--- src/rtl/mem_access_pkg.sv ---
// rtl/mem_access_pkg.sv - shared types, constants and helpers for memory_access_controller
package mem_access_pkg;

    typedef enum logic [2:0] {
        ST_IDLE,
        ST_ACCESS,
        ST_CAPTURE,
        ST_RESP,
        ST_SCAN,
        ST_SCAN_DRAIN
    } state_t;

    localparam string MEM_SRAM = "SRAM";
    localparam string MEM_DRAM = "DRAM";
    localparam string MEM_ROM  = "ROM";

    function automatic int depth_of(input int addr_width);
        return 1 << addr_width;
    endfunction

    // ROM init pattern: word i holds i*3, truncated to the memory word width
    function automatic logic [31:0] expected_pattern(input int unsigned addr, input int unsigned width);
        logic [31:0] prod;
        prod = addr * 3;
        if (width >= 32) begin
            return prod;
        end
        return prod & ((32'd1 << width) - 32'd1);
    endfunction

endpackage

--- src/rtl/memory_access_controller.sv ---
// rtl/memory_access_controller.sv - client request/response to single-port memory, plus pattern scan engine
module memory_access_controller
    import mem_access_pkg::*;
#(
    parameter string MEMORY_TYPE = "SRAM",
    parameter int    DATA_WIDTH  = 8,
    parameter int    ADDR_WIDTH  = 4
) (
    input  logic                  clk,
    input  logic                  reset_n,
    input  logic                  req_valid,
    output logic                  req_ready,
    input  logic                  req_write,
    input  logic [ADDR_WIDTH-1:0] req_addr,
    input  logic [DATA_WIDTH-1:0] req_wdata,
    output logic                  rsp_valid,
    input  logic                  rsp_ready,
    output logic [DATA_WIDTH-1:0] rsp_rdata,
    output logic                  rsp_error,
    input  logic                  scan_start,
    output logic                  scan_busy,
    output logic                  scan_done,
    output logic [ADDR_WIDTH:0]   scan_errors,
    output logic [ADDR_WIDTH-1:0] mem_addr,
    output logic [DATA_WIDTH-1:0] mem_data_in,
    output logic                  mem_write_en,
    input  logic [DATA_WIDTH-1:0] mem_data_out
);

    localparam int                    DEPTH     = depth_of(ADDR_WIDTH);
    localparam bit                    IS_ROM    = (MEMORY_TYPE == MEM_ROM);
    localparam logic [ADDR_WIDTH-1:0] LAST_ADDR = ADDR_WIDTH'(DEPTH - 1);
    localparam logic [ADDR_WIDTH:0]   ERR_MAX   = (ADDR_WIDTH + 1)'(DEPTH);

    state_t                  state;
    state_t                  state_next;
    logic                    acc_write;
    logic                    cmp_valid;
    logic [ADDR_WIDTH-1:0]   cmp_addr;
    logic [DATA_WIDTH-1:0]   cmp_expected;

    assign req_ready    = reset_n && (state == ST_IDLE) && !scan_start;
    assign cmp_expected = DATA_WIDTH'(expected_pattern(32'(cmp_addr), DATA_WIDTH));

    always_ff @(posedge clk or negedge reset_n) begin
        if (!reset_n) begin
            state <= ST_IDLE;
        end else begin
            state <= state_next;
        end
    end

    always_comb begin
        state_next = state;
        case (state)
            ST_IDLE: begin
                if (scan_start) begin
                    state_next = ST_SCAN;
                end else if (req_valid) begin
                    state_next = ST_ACCESS;
                end
            end
            ST_ACCESS:     state_next = ST_CAPTURE;
            ST_CAPTURE:    state_next = ST_RESP;
            ST_RESP:       if (rsp_ready) state_next = ST_IDLE;
            ST_SCAN:       if (mem_addr == LAST_ADDR) state_next = ST_SCAN_DRAIN;
            ST_SCAN_DRAIN: if (!cmp_valid) state_next = ST_IDLE;
            default:       state_next = ST_IDLE;
        endcase
    end

    always_ff @(posedge clk or negedge reset_n) begin
        if (!reset_n) begin
            mem_addr     <= '0;
            mem_data_in  <= '0;
            mem_write_en <= 1'b0;
            acc_write    <= 1'b0;
            rsp_valid    <= 1'b0;
            rsp_rdata    <= '0;
            rsp_error    <= 1'b0;
            scan_busy    <= 1'b0;
            scan_done    <= 1'b0;
            scan_errors  <= '0;
            cmp_valid    <= 1'b0;
            cmp_addr     <= '0;
        end else begin
            scan_done <= 1'b0;
            // Stage 2 of the scan pipeline: the address issued last cycle has its data one cycle later
            cmp_valid <= (state == ST_SCAN);
            cmp_addr  <= mem_addr;
            case (state)
                ST_IDLE: begin
                    if (scan_start) begin
                        mem_addr     <= '0;
                        mem_write_en <= 1'b0;
                        scan_errors  <= '0;
                        scan_busy    <= 1'b1;
                    end else if (req_valid) begin
                        mem_addr     <= req_addr;
                        mem_data_in  <= req_wdata;
                        mem_write_en <= req_write && !IS_ROM;
                        acc_write    <= req_write;
                    end
                end
                ST_ACCESS: begin
                    mem_write_en <= 1'b0;
                end
                ST_CAPTURE: begin
                    rsp_valid <= 1'b1;
                    rsp_rdata <= acc_write ? '0 : mem_data_out;
                    rsp_error <= acc_write && IS_ROM;
                end
                ST_RESP: begin
                    if (rsp_ready) begin
                        rsp_valid <= 1'b0;
                        rsp_rdata <= '0;
                        rsp_error <= 1'b0;
                    end
                end
                ST_SCAN: begin
                    if (mem_addr != LAST_ADDR) begin
                        mem_addr <= mem_addr + ADDR_WIDTH'(1);
                    end
                end
                ST_SCAN_DRAIN: begin
                    if (!cmp_valid) begin
                        scan_done <= 1'b1;
                        scan_busy <= 1'b0;
                    end
                end
                default: ;
            endcase
            if (cmp_valid && (mem_data_out != cmp_expected) && (scan_errors != ERR_MAX)) begin
                scan_errors <= scan_errors + (ADDR_WIDTH + 1)'(1);
            end
        end
    end

endmodule
--- config.mk ---
export PLATFORM = sky130hd
export DESIGN_NAME = memory_access_controller
export DESIGN_NICKNAME = d
export VERILOG_FILES = /design/src/rtl/mem_access_pkg.sv /design/src/rtl/memory_access_controller.sv
export SDC_FILE = /design/constraint.sdc
export NUM_CORES = 1
export LEC_CHECK = 0
export BUFFER_PORTS_ARGS = -buffer_cell sky130_fd_sc_hd__buf_2
export CORE_MARGIN = 4
export CORE_UTILIZATION = 54
export DETAILED_ROUTE_END_ITERATION = 8
export PLACE_DENSITY = 0.92
export SLEW_MARGIN = 20
export SYNTH_ARGS = -nofsm -noshare
export SYNTH_HDL_FRONTEND = slang
export SYNTH_SLANG_ARGS = --single-unit
--- constraint.sdc ---
create_clock -name clk -period 6.3 [get_ports clk]
set_clock_uncertainty 0.2 [all_clocks]
set_input_delay 0.63 -clock clk [delete_from_list [all_inputs] [get_ports clk]]
set_output_delay 0.63 -clock clk [all_outputs]
set_load 0.02 [all_outputs]
# Word level (Yosys, flattened, before mapping)
# Cells that the tools add are included.
# classes
eq_ne	15
div_mod_pow	0
addsub	2
multipliers	1
magnitude_cmp	0
n_bitwise	1
mux	27
n_reduce_logical	19
n_shift	0
# op_table
cell	count
3-bit case mux with 6 select lines	1
8-bit 2-to-1 mux	2
8-bit case mux with 2 select lines	1
3-bit 2-to-1 mux	5
5-bit 2-to-1 mux	3
4-bit 2-to-1 mux	3
2-bit nonzero test	6
3-bit AND reduction	3
2-bit != test (second input constant)	4
8-bit by 6-bit != test with 1-bit output	1
1-bit case mux with 2 select lines	4
4-bit case mux with 2 select lines	1
1-bit 2-to-1 mux	7
3-bit by 2-bit equality test with 1-bit output (second input constant)	2
3-bit equality test (second input constant)	2
4-bit by 2-bit multiplier with 6-bit output (second input constant)	1
2-bit AND reduction	3
5-bit by 1-bit adder with 5-bit output (second input constant)	1
5-bit != test (second input constant)	1
4-bit by 1-bit adder with 4-bit output (second input constant)	1
4-bit equality test (second input constant)	1
1-bit logical AND	4
4-bit != test (second input constant)	1
4-bit AND reduction	1
other kinds (6)	6
# word_totals
memories	0
romBits	0
word_cells	78
ram_bits	0
register_bits	39
inputBits	26
out_inout_bits	31
latchBits	0

# Longest topological paths before layout
# Gate-level depths: netlist of run 1.
# depth
ltp_word	6
depth_mapped	7
depth_no_buf	7

# Worst setup path before layout of run 1
# OpenSTA, ideal clock, no wires.
# synth_path
path_kind	register to register
start	register cmp_addr[2]
end	register scan_errors[1]
synth_period_minus_slack_ns	2.571
t_arrival_ns	2.246
setup_time_ns	0.125
required_time_ns	5.975
stages_incl_launch_ff	8
setup_slack_ns	3.729
path_buffers	0
cell_sequence	dfrtp_1 -> inv_1 -> ha_1 -> and3b_1 -> or4_4 -> a2111oi_4 -> nor2_2 -> mux2_4
# synth_via
elab_chain_len	6
word_cells_on_any_way	8
cone_classes	1 x mul; 1 x eq/ne; 1 x mux; 5 x reduce/logical
# synth_lines
item	line_no	source
start: declaration	memory_access_controller.sv:39	logic [ADDR_WIDTH-1:0] cmp_addr;
start signal: assignment	memory_access_controller.sv:90	cmp_addr <= mem_addr;
4-bit by 2-bit multiplier with 6-bit output *	mem_access_pkg.sv:24	prod = addr * 3;
8-bit by 6-bit != test with 1-bit output *	memory_access_controller.sv:133	if (cmp_valid && (mem_data_out != cmp_expected) && (scan_errors != ERR_MAX)) begin
1-bit logical AND * (2 in a row)	memory_access_controller.sv:133	
2-bit nonzero test (no line)	n/a	
2-bit AND reduction (no line)	n/a	
end signal: assignment	memory_access_controller.sv:134	scan_errors <= scan_errors + (ADDR_WIDTH + 1)'(1);
end: declaration	memory_access_controller.sv:23	output logic [ADDR_WIDTH:0] scan_errors,
# Mark *: on every way between the ends. The rest lies on a longest branch, timed or not.
# A chain may end at the register's enable or synchronous reset.

# Final worst setup path of run 1
# Same ends and word-level chain as after synthesis.

==> results of run 1 <==
## per-stage QoR
stage / instances / power, mW
floorplan: 166 / 0.778
global placement: 262 / 0.913
detailed placement: 262 / 0.935
CTS: 270 / 1.07
global route: 270 / 1.14
finish: 270 / 1.06
## metal layers
layer  vias to the layer above  share of wire  track usage
met5                         -              0            0
met3                        12          0.059       0.0573
met4                         0          0.032       0.0787
met2                        53           0.50        0.310
li1                        709              -            -
met1                       690           0.41        0.225
## cell usage after synthesis (5+ instances only)
cell type	n	area (um2)
ha_1	7	87.6
a21oi_1	6	30.0
mux2_2	9	101
nor2_1	10	37.5
a22o_1	8	70.1
dfrtp_1	38	951
inv_1	10	37.5
o21ai_0	9	45.0
nand2_1	13	48.8
nand3_1	6	30.0
xnor2_1	5	43.8
## cell families after synthesis
family,synth area share
AO/OA/AOI/OAI,0.136
multiplexers,0.0793
other,0.00203
flip-flops,0.515
adder cells (fa/ha/maj),0.0583
XOR/XNOR,0.0427
AND/OR/NAND/NOR,0.138
buffers and inverters,0.0285
## state kept, by name (all words and copies together), names as in the netlist
register,flops
cmp_addr,4
rsp_valid,1
mem_write_en,1
scan_busy,1
mem_data_in,8
cmp_valid,1
rsp_rdata,8
scan_done,1
mem_addr,4
scan_errors,5
acc_write,1
state,3
## cell usage in the layout, fill, tap and decap left out, types with 5 or more instances in the layout
| cell | netlist | final |
|---|---|---|
| a21oi_1 | 6 | 6 |
| a22o_1 | 8 | 8 |
| buf_2 | 0 | 55 |
| clkbuf_4 | 0 | 5 |
| dfrtp_1 | 38 | 38 |
| ha_1 | 7 | 7 |
| inv_1 | 10 | 10 |
| mux2_2 | 9 | 9 |
| nand2_1 | 13 | 13 |
| nand3_1 | 6 | 6 |
| nor2_1 | 10 | 10 |
| o21ai_0 | 9 | 9 |
| xnor2_1 | 5 | 5 |
## power by group through the flow
stage | clock [mW] | sequential, mW | combinational (mW)
6_report | 0.131 | 0.434 | 0.493
5_1_grt | 0.146 | 0.450 | 0.542
4_1_cts | 0.134 | 0.434 | 0.499
3_5_place_dp | 0 | 0.439 | 0.496
3_3_place_gp | 0 | 0.434 | 0.480
2_1_floorplan | 0 | 0.506 | 0.273
## how the worst max path moves through the flow
stage | startpoint | endpoint | slack, ps
floorplan | cmp_addr[2] | scan_errors[1] | 3730
global placement | cmp_addr[2] | scan_errors[1] | 3680
detailed placement | cmp_addr[2] | scan_errors[1] | 3610
CTS | cmp_addr[2] | scan_errors[1] | 3580
global route | cmp_addr[2] | scan_errors[1] | 3510
finish | cmp_addr[2] | scan_errors[1] | 3580
## worst register-to-register path, delay by kind of cell, from the launching register on
family	cells	cell delay (ps)
AO/OA/AOI/OAI	1	410
buffers and inverters	1	70
adder cells (fa/ha/maj)	1	320
AND/OR/NAND/NOR	3	860
multiplexers	1	310
flip-flops	1	440
## layout make-up
type / instances / area share
well taps: 44 / 0.0247
repair buffers: 55 / 0.124
clock buffers: 6 / 0.0231
flip-flops and latches: 38 / 0.427
multi-input cells: 115 / 0.379
inverters: 10 / 0.0169
clock inverters: 2 / 0.00562
==> flow_metrics.env, run 1 <==
export IMPL_critical_path_class="flip-flop to flip-flop"
export IMPL_clock_latency_ps=350
export IMPL_dr_total_vias=1464
export IMPL_wl_mm=3.79
export IMPL_syn_to_final_growth_pct=20.5
export IMPL_finalSetupViolations=0
export IMPL_root_buffer="clkbuf_4"
export IMPL_cts_setup_buffers=0
export IMPL_first_global_vias=1451
export IMPL_pwr_share_comb=0.466
export IMPL_detail_route_iter0_violations=55
export IMPL_max_stage_delay_ps=520
export IMPL_switching_share=0.428
export IMPL_cts_resized=0
export IMPL_async_flop_share=1.00
export IMPL_post_dp_cell_area_um2=2160
export IMPL_min_path_type="primary input to asynchronous set/reset pin"
export IMPL_arrival_ps=2760
export IMPL_cts_tree="done"
export IMPL_multi_input_area_um2=842
export IMPL_cts_buffers_inserted=5
export IMPL_wl_per_cell_um=14.0
export IMPL_syn_avg_cell_area_um2=11.1
export IMPL_gp_congestion=0.828
export IMPL_hold_buffers=0
export IMPL_ys_flop_type="dfrtp_1"
export IMPL_rr_worst_depth=7
export IMPL_path_delay_family="simple AND/OR/NAND/NOR gates"
export IMPL_p_leak_nw=1.11
export IMPL_dp_hpwl_mm=2.95
export IMPL_ir_drop_uv=278
export IMPL_slew_headroom=0.404
export IMPL_drc=0
export IMPL_viasPerCell=5.42
export IMPL_cp_max_fo=5
export IMPL_rows=20
export IMPL_finalHoldViolCount=0
export IMPL_clkPwrFrac=0.124
export IMPL_period_share=0.433
export IMPL_port_buffers=55
export IMPL_cp_start_kind="flip-flop"
export IMPL_synth_nets=200
export IMPL_r2r_start="cmp_addr[2]"
export IMPL_status="finished, final reports clean"
export IMPL_r2r_slack_ps=3580
export IMPL_ant_nets=0
export IMPL_cellPowerDensity_nw_per_um2=475
export IMPL_ys_seq_elements=38
export IMPL_clockBufferDepth=2
export IMPL_nNetsFinal=259
export IMPL_power_switching_uw=453
export IMPL_dr_pass1_iters=4
export IMPL_die_area_um2=4420
export IMPL_ys_types=39
export IMPL_maxCapViolCount=0
export IMPL_drive_gt1_frac=0.341
export IMPL_grt_start_max_net_pins=40
export IMPL_clk_pin_slew_ps=120
export IMPL_fill_cells=242
export IMPL_timing_fmax_ghz=0.367
export IMPL_path_depth=7
export IMPL_core_area_um2=3150
export IMPL_die_w_um=66.5
export IMPL_final_area_um2=2220
export IMPL_fin_hold_ws_ps=155
export IMPL_setup_tns_ps=0
export IMPL_seq_power_share=0.410
export IMPL_syn_area_um2=1850
export IMPL_antenna_found_initial=0
export IMPL_syn_inst=166
export IMPL_yosys_warnings=0
export IMPL_dpl_worst_slack_ps=3610
export IMPL_internal_power_uw=605
export IMPL_min_period_ps=2720
export IMPL_grt_usage=0.187
export IMPL_r2r_end="scan_errors[1]"
export IMPL_ff_latch_area_um2=951
export IMPL_ios=57
export IMPL_grt_overflow_total=0
export IMPL_synth_seq_area_share=0.515
export IMPL_grt_pass1_wl_mm=6.22
export IMPL_final_util=0.706
export IMPL_final_max_slew_viol_count=0
export IMPL_crit_path_end_kind="flip-flop"
export IMPL_crit_path_top_delay_cell="or4_4"
export IMPL_worst_slew_pin_slew_ps=887
export IMPL_initial_core_util=0.585
export IMPL_die_h_um=66.5
export IMPL_rsz0062_at_grt="false"
export IMPL_n_antenna_cell=0
export IMPL_clock_sinks=38
export IMPL_worst_slack_ps=3580
export IMPL_critPathBufInv=1
export IMPL_crit_chain="inv_1 -> ha_1 -> and3b_1 -> or4_4 -> a2111oi_4 -> nor2_2 -> mux2_4"
export IMPL_htree_levels=2
export IMPL_crit_required_ps=6340
export IMPL_synth_edf_count=0
Power figures use the tool's default switching activity.
==> run 2, diff against run 1 <==
--- a/config.mk
+++ b/config.mk
@@ -5,11 +5,12 @@
 export SDC_FILE = /design/constraint.sdc
 export NUM_CORES = 1
 export LEC_CHECK = 0
+export ABC_AREA = 1
 export BUFFER_PORTS_ARGS = -buffer_cell sky130_fd_sc_hd__buf_2
 export CORE_MARGIN = 4
-export CORE_UTILIZATION = 54
+export CORE_UTILIZATION = 51
 export DETAILED_ROUTE_END_ITERATION = 8
-export PLACE_DENSITY = 0.92
+export PLACE_DENSITY = 0.87
 export SLEW_MARGIN = 20
 export SYNTH_ARGS = -nofsm -noshare
 export SYNTH_HDL_FRONTEND = slang
==> constraint.sdc (replaced) <==
create_clock -name clk -period 2.58 [get_ports clk]
set_clock_uncertainty 0.2 [all_clocks]
set_input_delay 0.258 -clock clk [delete_from_list [all_inputs] [get_ports clk]]
set_output_delay 0.258 -clock clk [all_outputs]
set_load 0.02 [all_outputs]
==> run 2 against run 1 <==
  * Worst hold slack worse by 150 ps
  * Core utilization down 3.2 points
  * Synthesized cell count up 45%
  * Fmax up 23%
  * Sequential share of layout area down 4.5 points
  * Power rose to 2.7 times the previous value
  * Die area up 11%
  * Clock power rose to 3.9 times the previous value
  * Cell count up 32%
  * Critical endpoint unchanged
==> flow_metrics.env, run 2 <==
export IMPL_status="finished, final reports clean"
export IMPL_grt_start_max_net_pins=39
export IMPL_gp_congestion=0.865
export IMPL_fin_hold_ws_ps=7.93
export IMPL_viasPerCell=4.99
export IMPL_cp_max_fo=6
export IMPL_synth_seq_area_share=0.483
export IMPL_ys_flop_type="dfrtp_1"
export IMPL_dpl_cell_count=340
export IMPL_final_area_um2=2490
export IMPL_cp_start_kind="flip-flop"
export IMPL_first_global_vias=1722
export IMPL_grt_overflow_total=0
export IMPL_synth_common_cells="nand2_1, dfrtp_1, inv_1"
export IMPL_final_util=0.674
export IMPL_die_h_um=70.1
export IMPL_synthTopCellsByArea="dfrtp_1, nand2_1, inv_1, nand3_1, ha_1"
export IMPL_synth_nets=275
export IMPL_rows=22
export IMPL_nNetsFinal=342
export IMPL_dp_hpwl_mm=3.27
export IMPL_core_area_um2=3690
export IMPL_top_regs="mem_data_in: 8 flops, rsp_rdata: 8 flops, scan_errors: 5 flops"
export IMPL_period_share=0.860
export IMPL_final_max_slew_viol_count=0
export IMPL_yosys_cell_count_top_type="nand2_1"
export IMPL_muxShareOfSynthArea=0
export IMPL_cts_setup_buffers=0
export IMPL_syn_inst=241
export IMPL_synth_top_area_share=0.483
export IMPL_root_buffer="clkbuf_8"
export IMPL_crit_required_ps=2620
export IMPL_grt_pass1_wl_mm=7.65
export IMPL_antenna_found_initial=0
export IMPL_maxCapViolCount=0
export IMPL_synth_simple_gate_area_share=0.266
export IMPL_critical_path_class="flip-flop to flip-flop"
export IMPL_cts_buffers_inserted=5
export IMPL_rsz0062_at_grt="false"
export IMPL_min_period_ps=2220
export IMPL_initial_core_util=0.534
export IMPL_die_w_um=70.1
export IMPL_n_antenna_cell=0
export IMPL_dr_total_vias=1778
export IMPL_syn_area_um2=1970
export IMPL_syn_to_final_growth_pct=26.2
export IMPL_clock_latency_ps=290
export IMPL_timing_fmax_ghz=0.451
export IMPL_dr_pass1_iters=4
export IMPL_ys_seq_elements=38
export IMPL_yosys_warnings=0
export IMPL_ios=57
export IMPL_min_path_type="primary input to flip-flop"
export IMPL_setup_tns_ps=0
export IMPL_die_area_um2=4920
export IMPL_drive_gt1_frac=0.250
export IMPL_cellPowerDensity_nw_per_um2=1150
export IMPL_port_buffers=55
export IMPL_post_dp_cell_area_um2=2280
export IMPL_hold_buffers=9
export IMPL_synth_fa_ha_area_frac=0.0546
export IMPL_cts_tree="done"
export IMPL_fin_cells=356
export IMPL_detail_route_iter0_violations=107
export IMPL_async_flop_share=1.00
export IMPL_finalSetupViolations=0
export IMPL_arrival_ps=2250
export IMPL_cts_resized=0
export IMPL_clk_pin_slew_ps=70
export IMPL_ant_nets=0
export IMPL_syn_avg_cell_area_um2=8.17
export IMPL_wl_per_cell_um=12.6
export IMPL_drc=0
export IMPL_synth_edf_count=0
export IMPL_finalHoldViolCount=0
export IMPL_yosysTopAreaCell="dfrtp_1"
export IMPL_clockBufferDepth=2
export IMPL_ir_drop_uv=640
export IMPL_p_leak_nw=1.40
export IMPL_synth_compound_area_frac=0.0902
export IMPL_wl_mm=4.50
export IMPL_crit_path_end_kind="flip-flop"
export IMPL_synth_top_family_by_area="simple AND/OR/NAND/NOR gates"
export IMPL_ys_types=33
export IMPL_synthXorXnorAreaFrac=0.0133
export IMPL_clock_sinks=38
export IMPL_htree_levels=2
export IMPL_layout_common_cells="nand2_1, buf_2, dfrtp_1"
export IMPL_grt_usage=0.196
export IMPL_layout_commonest_cell="nand2_1"
run 2: changes by cell type in the layout (fill, tap and decap cells not counted), moves of 8 or more:
cell | before | now
mux2_2 | 9 | 0
dlygate4sd3_1 | 0 | 9
inv_1 | 10 | 37
nand3_1 | 6 | 21
a22o_1 | 8 | 0
nand2_1 | 13 | 71
run 2: layout make-up:
type / instances / area, um2
Fill cell: 317 / 1200
Clock inverter: 1 / 30.0
Sequential cell: 38 / 951
Clock buffer: 6 / 82.6
Tap cell: 48 / 60.1
Multi-Input combinational cell: 158 / 840
Inverter: 40 / 150
Timing Repair Buffer: 65 / 373
run 2: cells by family after synthesis:
kind of cell / Yosys count
simple gates: 120
buf+inv: 45
flops: 38
compound gates: 26
fa+ha+maj: 8
xor+xnor: 3
other cells: 1
run 2: metrics by stage:
step / worst slack [ps] / power (mW)
detailed placement: 371 / 2.34
global route: 175 / 3.08
global placement: 488 / 2.29
CTS: 349 / 2.88
floorplan: 560 / 1.95
finish: 362 / 2.86
run 2: final timing paths:
check	cells past startpoint	start	slack, ps	endpoint
worst min-delay path	3	req_addr[0]	8	mem_addr[0]
max in group asynchronous	3	reset_n	1450	mem_data_in[3]
worst min register to register	0	mem_addr[3]	220	cmp_addr[3]
min in group asynchronous	3	reset_n	410	mem_addr[1]
worst max-delay path	11	cmp_addr[1]	360	scan_errors[1]
worst max register to register	11	cmp_addr[1]	360	scan_errors[1]
run 2: critical path: stages (launching register included):
cell and delay (ps):
dfrtp_1 420, ha_1 230, fa_1 420, nand2_1 110, nand2_1 50, nand2_1 60
nand2_1 50, nor2_1 110, nand3_2 140, nand2_1 180, nand3_1 100, nand2_1 70
run 2: per-layer routing:
metal,track usage,part of all wire,vias up
met5,0,0,-
met4,0.0915,0.026,0
met3,0.0489,0.047,11
met2,0.320,0.50,42
met1,0.243,0.43,828
li1,-,-,897
run 2: power breakdown:
part / internal, mW / switching (mW) / total (mW)
Clock: 0.309 / 0.203 / 0.513
Combinational: 0.466 / 0.826 / 1.29
Sequential: 0.842 / 0.216 / 1.06
Total: 1.62 / 1.25 / 2.86
==> run 3, diff against run 2 <==
==> constraint.sdc (replaced) <==
create_clock -name clk -period 2.2 [get_ports clk]
set_clock_uncertainty 0.2 [all_clocks]
set_input_delay 0.22 -clock clk [delete_from_list [all_inputs] [get_ports clk]]
set_output_delay 0.22 -clock clk [all_outputs]
set_load 0.02 [all_outputs]
==> run 3 against run 2 <==
  * Worst hold slack is essentially flat
  * Power rose by 15%
  * Sequential share of layout area decreased by 0.55 points
  * Fmax is 1.8% higher
  * Wire length is 3.5% higher
  * Core utilization grew 0.98 points
  * First-iteration DRC count shrank 1.9%
  * Global-route usage fell by 0.22 points
  * Register-to-register slack worse by 340 ps
  * Largest power group unchanged
==> flow_metrics.env, run 3 (same netlist as run 2, synthesis figures left out) <==
export IMPL_clock_sinks=38
export IMPL_final_util=0.684
export IMPL_core_area_um2=3690
export IMPL_root_buffer="clkbuf_8"
export IMPL_dpl_worst_slack_ps=5.14
export IMPL_cellPowerDensity_nw_per_um2=1300
export IMPL_p_leak_nw=1.42
export IMPL_wl_per_cell_um=12.8
export IMPL_ir_drop_uv=611
export IMPL_wl_mm=4.66
export IMPL_fin_cells=363
export IMPL_port_buffers=55
export IMPL_layout_common_cells="nand2_1, buf_2, dfrtp_1"
export IMPL_viasPerCell=4.91
export IMPL_ant_nets=0
export IMPL_die_area_um2=4920
export IMPL_die_w_um=70.1
export IMPL_grt_usage=0.194
export IMPL_cp_start_kind="flip-flop"
export IMPL_dpl_cell_count=342
export IMPL_ios=57
export IMPL_grt_overflow_total=0
export IMPL_period_share=0.990
export IMPL_timing_fmax_ghz=0.459
export IMPL_min_to="rsp_rdata[7]"
export IMPL_hold_path_cell_count=3
export IMPL_antenna_found_initial=0
export IMPL_arrival_ps=2210
export IMPL_status="finished, final reports clean"
export IMPL_dp_hpwl_mm=3.35
export IMPL_ff_latch_area_um2=951
export IMPL_clk_pin_slew_ps=70
export IMPL_r2r_start="cmp_addr[1]"
export IMPL_crit_required_ps=2230
export IMPL_initial_core_util=0.534
export IMPL_die_h_um=70.1
export IMPL_drc=0
export IMPL_n_antenna_cell=0
export IMPL_syn_to_final_growth_pct=28.1
export IMPL_rsz0062_at_grt="true"
export IMPL_dr_total_vias=1781
export IMPL_holdCritStartpoint="mem_data_out[7]"
export IMPL_r2r_end="scan_errors[1]"
export IMPL_critical_path_class="flip-flop to flip-flop"
export IMPL_maxCapViolCount=0
export IMPL_htree_levels=2
export IMPL_fill_cells=319
export IMPL_clock_latency_ps=290
export IMPL_crit_path_end_kind="flip-flop"
export IMPL_cts_tree="done"
export IMPL_first_global_vias=1764
export IMPL_rows=22
export IMPL_finalSetupViolations=0
export IMPL_min_period_ps=2180
export IMPL_rr_worst_depth=9
export IMPL_nNetsFinal=349
export IMPL_grt_pass1_wl_mm=7.72
export IMPL_cts_buffers_inserted=5
export IMPL_top_regs="mem_data_in: 8 flops, rsp_rdata: 8 flops, scan_errors: 5 flops"
export IMPL_dr_pass1_iters=5
export IMPL_r2r_slack_ps=20
export IMPL_clockBufferDepth=2
export IMPL_min_path_type="primary input to flip-flop"
export IMPL_detail_route_iter0_violations=105
export IMPL_power_mw=3.28
export IMPL_cp_max_fo=6
export IMPL_grt_start_max_net_pins=39
export IMPL_final_max_slew_viol_count=0
export IMPL_drive_gt1_frac=0.270
export IMPL_finalHoldViolCount=0
export IMPL_layout_commonest_cell="nand2_1"
export IMPL_multi_input_area_um2=852
export IMPL_gp_congestion=0.875
export IMPL_worst_slack_ps=21.5
[run 3: power breakdown]
group	switching [mW]	leakage, nW	internal (mW)
combinational	1.00	0.886	0.597
clock	0.234	0.0438	0.212
sequential	0.251	0.488	0.988
[run 3: worst max-delay path, cell delays in order (launching register included)]
cell     delay, ps
dfrtp_1        420
ha_2           210
fa_2           530
or2_1          100
nand3_1         60
nor2_1         130
nand3_2        180
nand2_4        140
nand3_1         80
nand2_1         70
[run 3: worst max-delay path by stage]
stage	start	endpoint	slack, ps	depth (start not counted)
floorplan	cmp_addr[1]	scan_errors[2]	180	9
global placement	cmp_addr[1]	scan_errors[2]	110	11
detailed placement	cmp_addr[1]	scan_errors[0]	5	11
CTS	cmp_addr[0]	scan_errors[0]	30	11
global route	cmp_addr[1]	scan_errors[1]	-110	9
finish	cmp_addr[1]	scan_errors[1]	20	9
[run 3: layout make-up]
type,instances,share of cell area
flip-flops and latches,38,0.377
clock inverters,2,0.00397
multi-input cells,158,0.338
inverters,40,0.0595
well taps,48,0.0238
clock buffers,5,0.0273
repair buffers,72,0.171
[run 3: layer usage]
| metal | GRT usage | part of all wire | up-vias |
|---|---|---|---|
| met2 | 0.335 | 0.52 | 45 |
| met3 | 0.0446 | 0.046 | 5 |
| met5 | 0 | 0 | - |
| li1 | - | - | 909 |
| met1 | 0.244 | 0.42 | 822 |
| met4 | 0.0511 | 0.0099 | 0 |
[run 3: metrics by stage]
stage                     cell area, um2  hold slack, ps  setup TNS, ps
after global routing                2520            5.88           -510
after detailed placement            2300             127              0
after global placement              2300             127              0
after floorplan                     1970            -276              0
after CTS                           2490            5.14              0
final                               2520            8.02              0
[run 3: timing repair]
item | in CTS | in global routing
hold buffers | 11 | 0
buffers inserted | 0 | 3
resized for setup | 1 | 4
pin swaps | 0 | 3
setup endpoints to repair | 5 | 5
hold endpoints to repair | 49 | 0
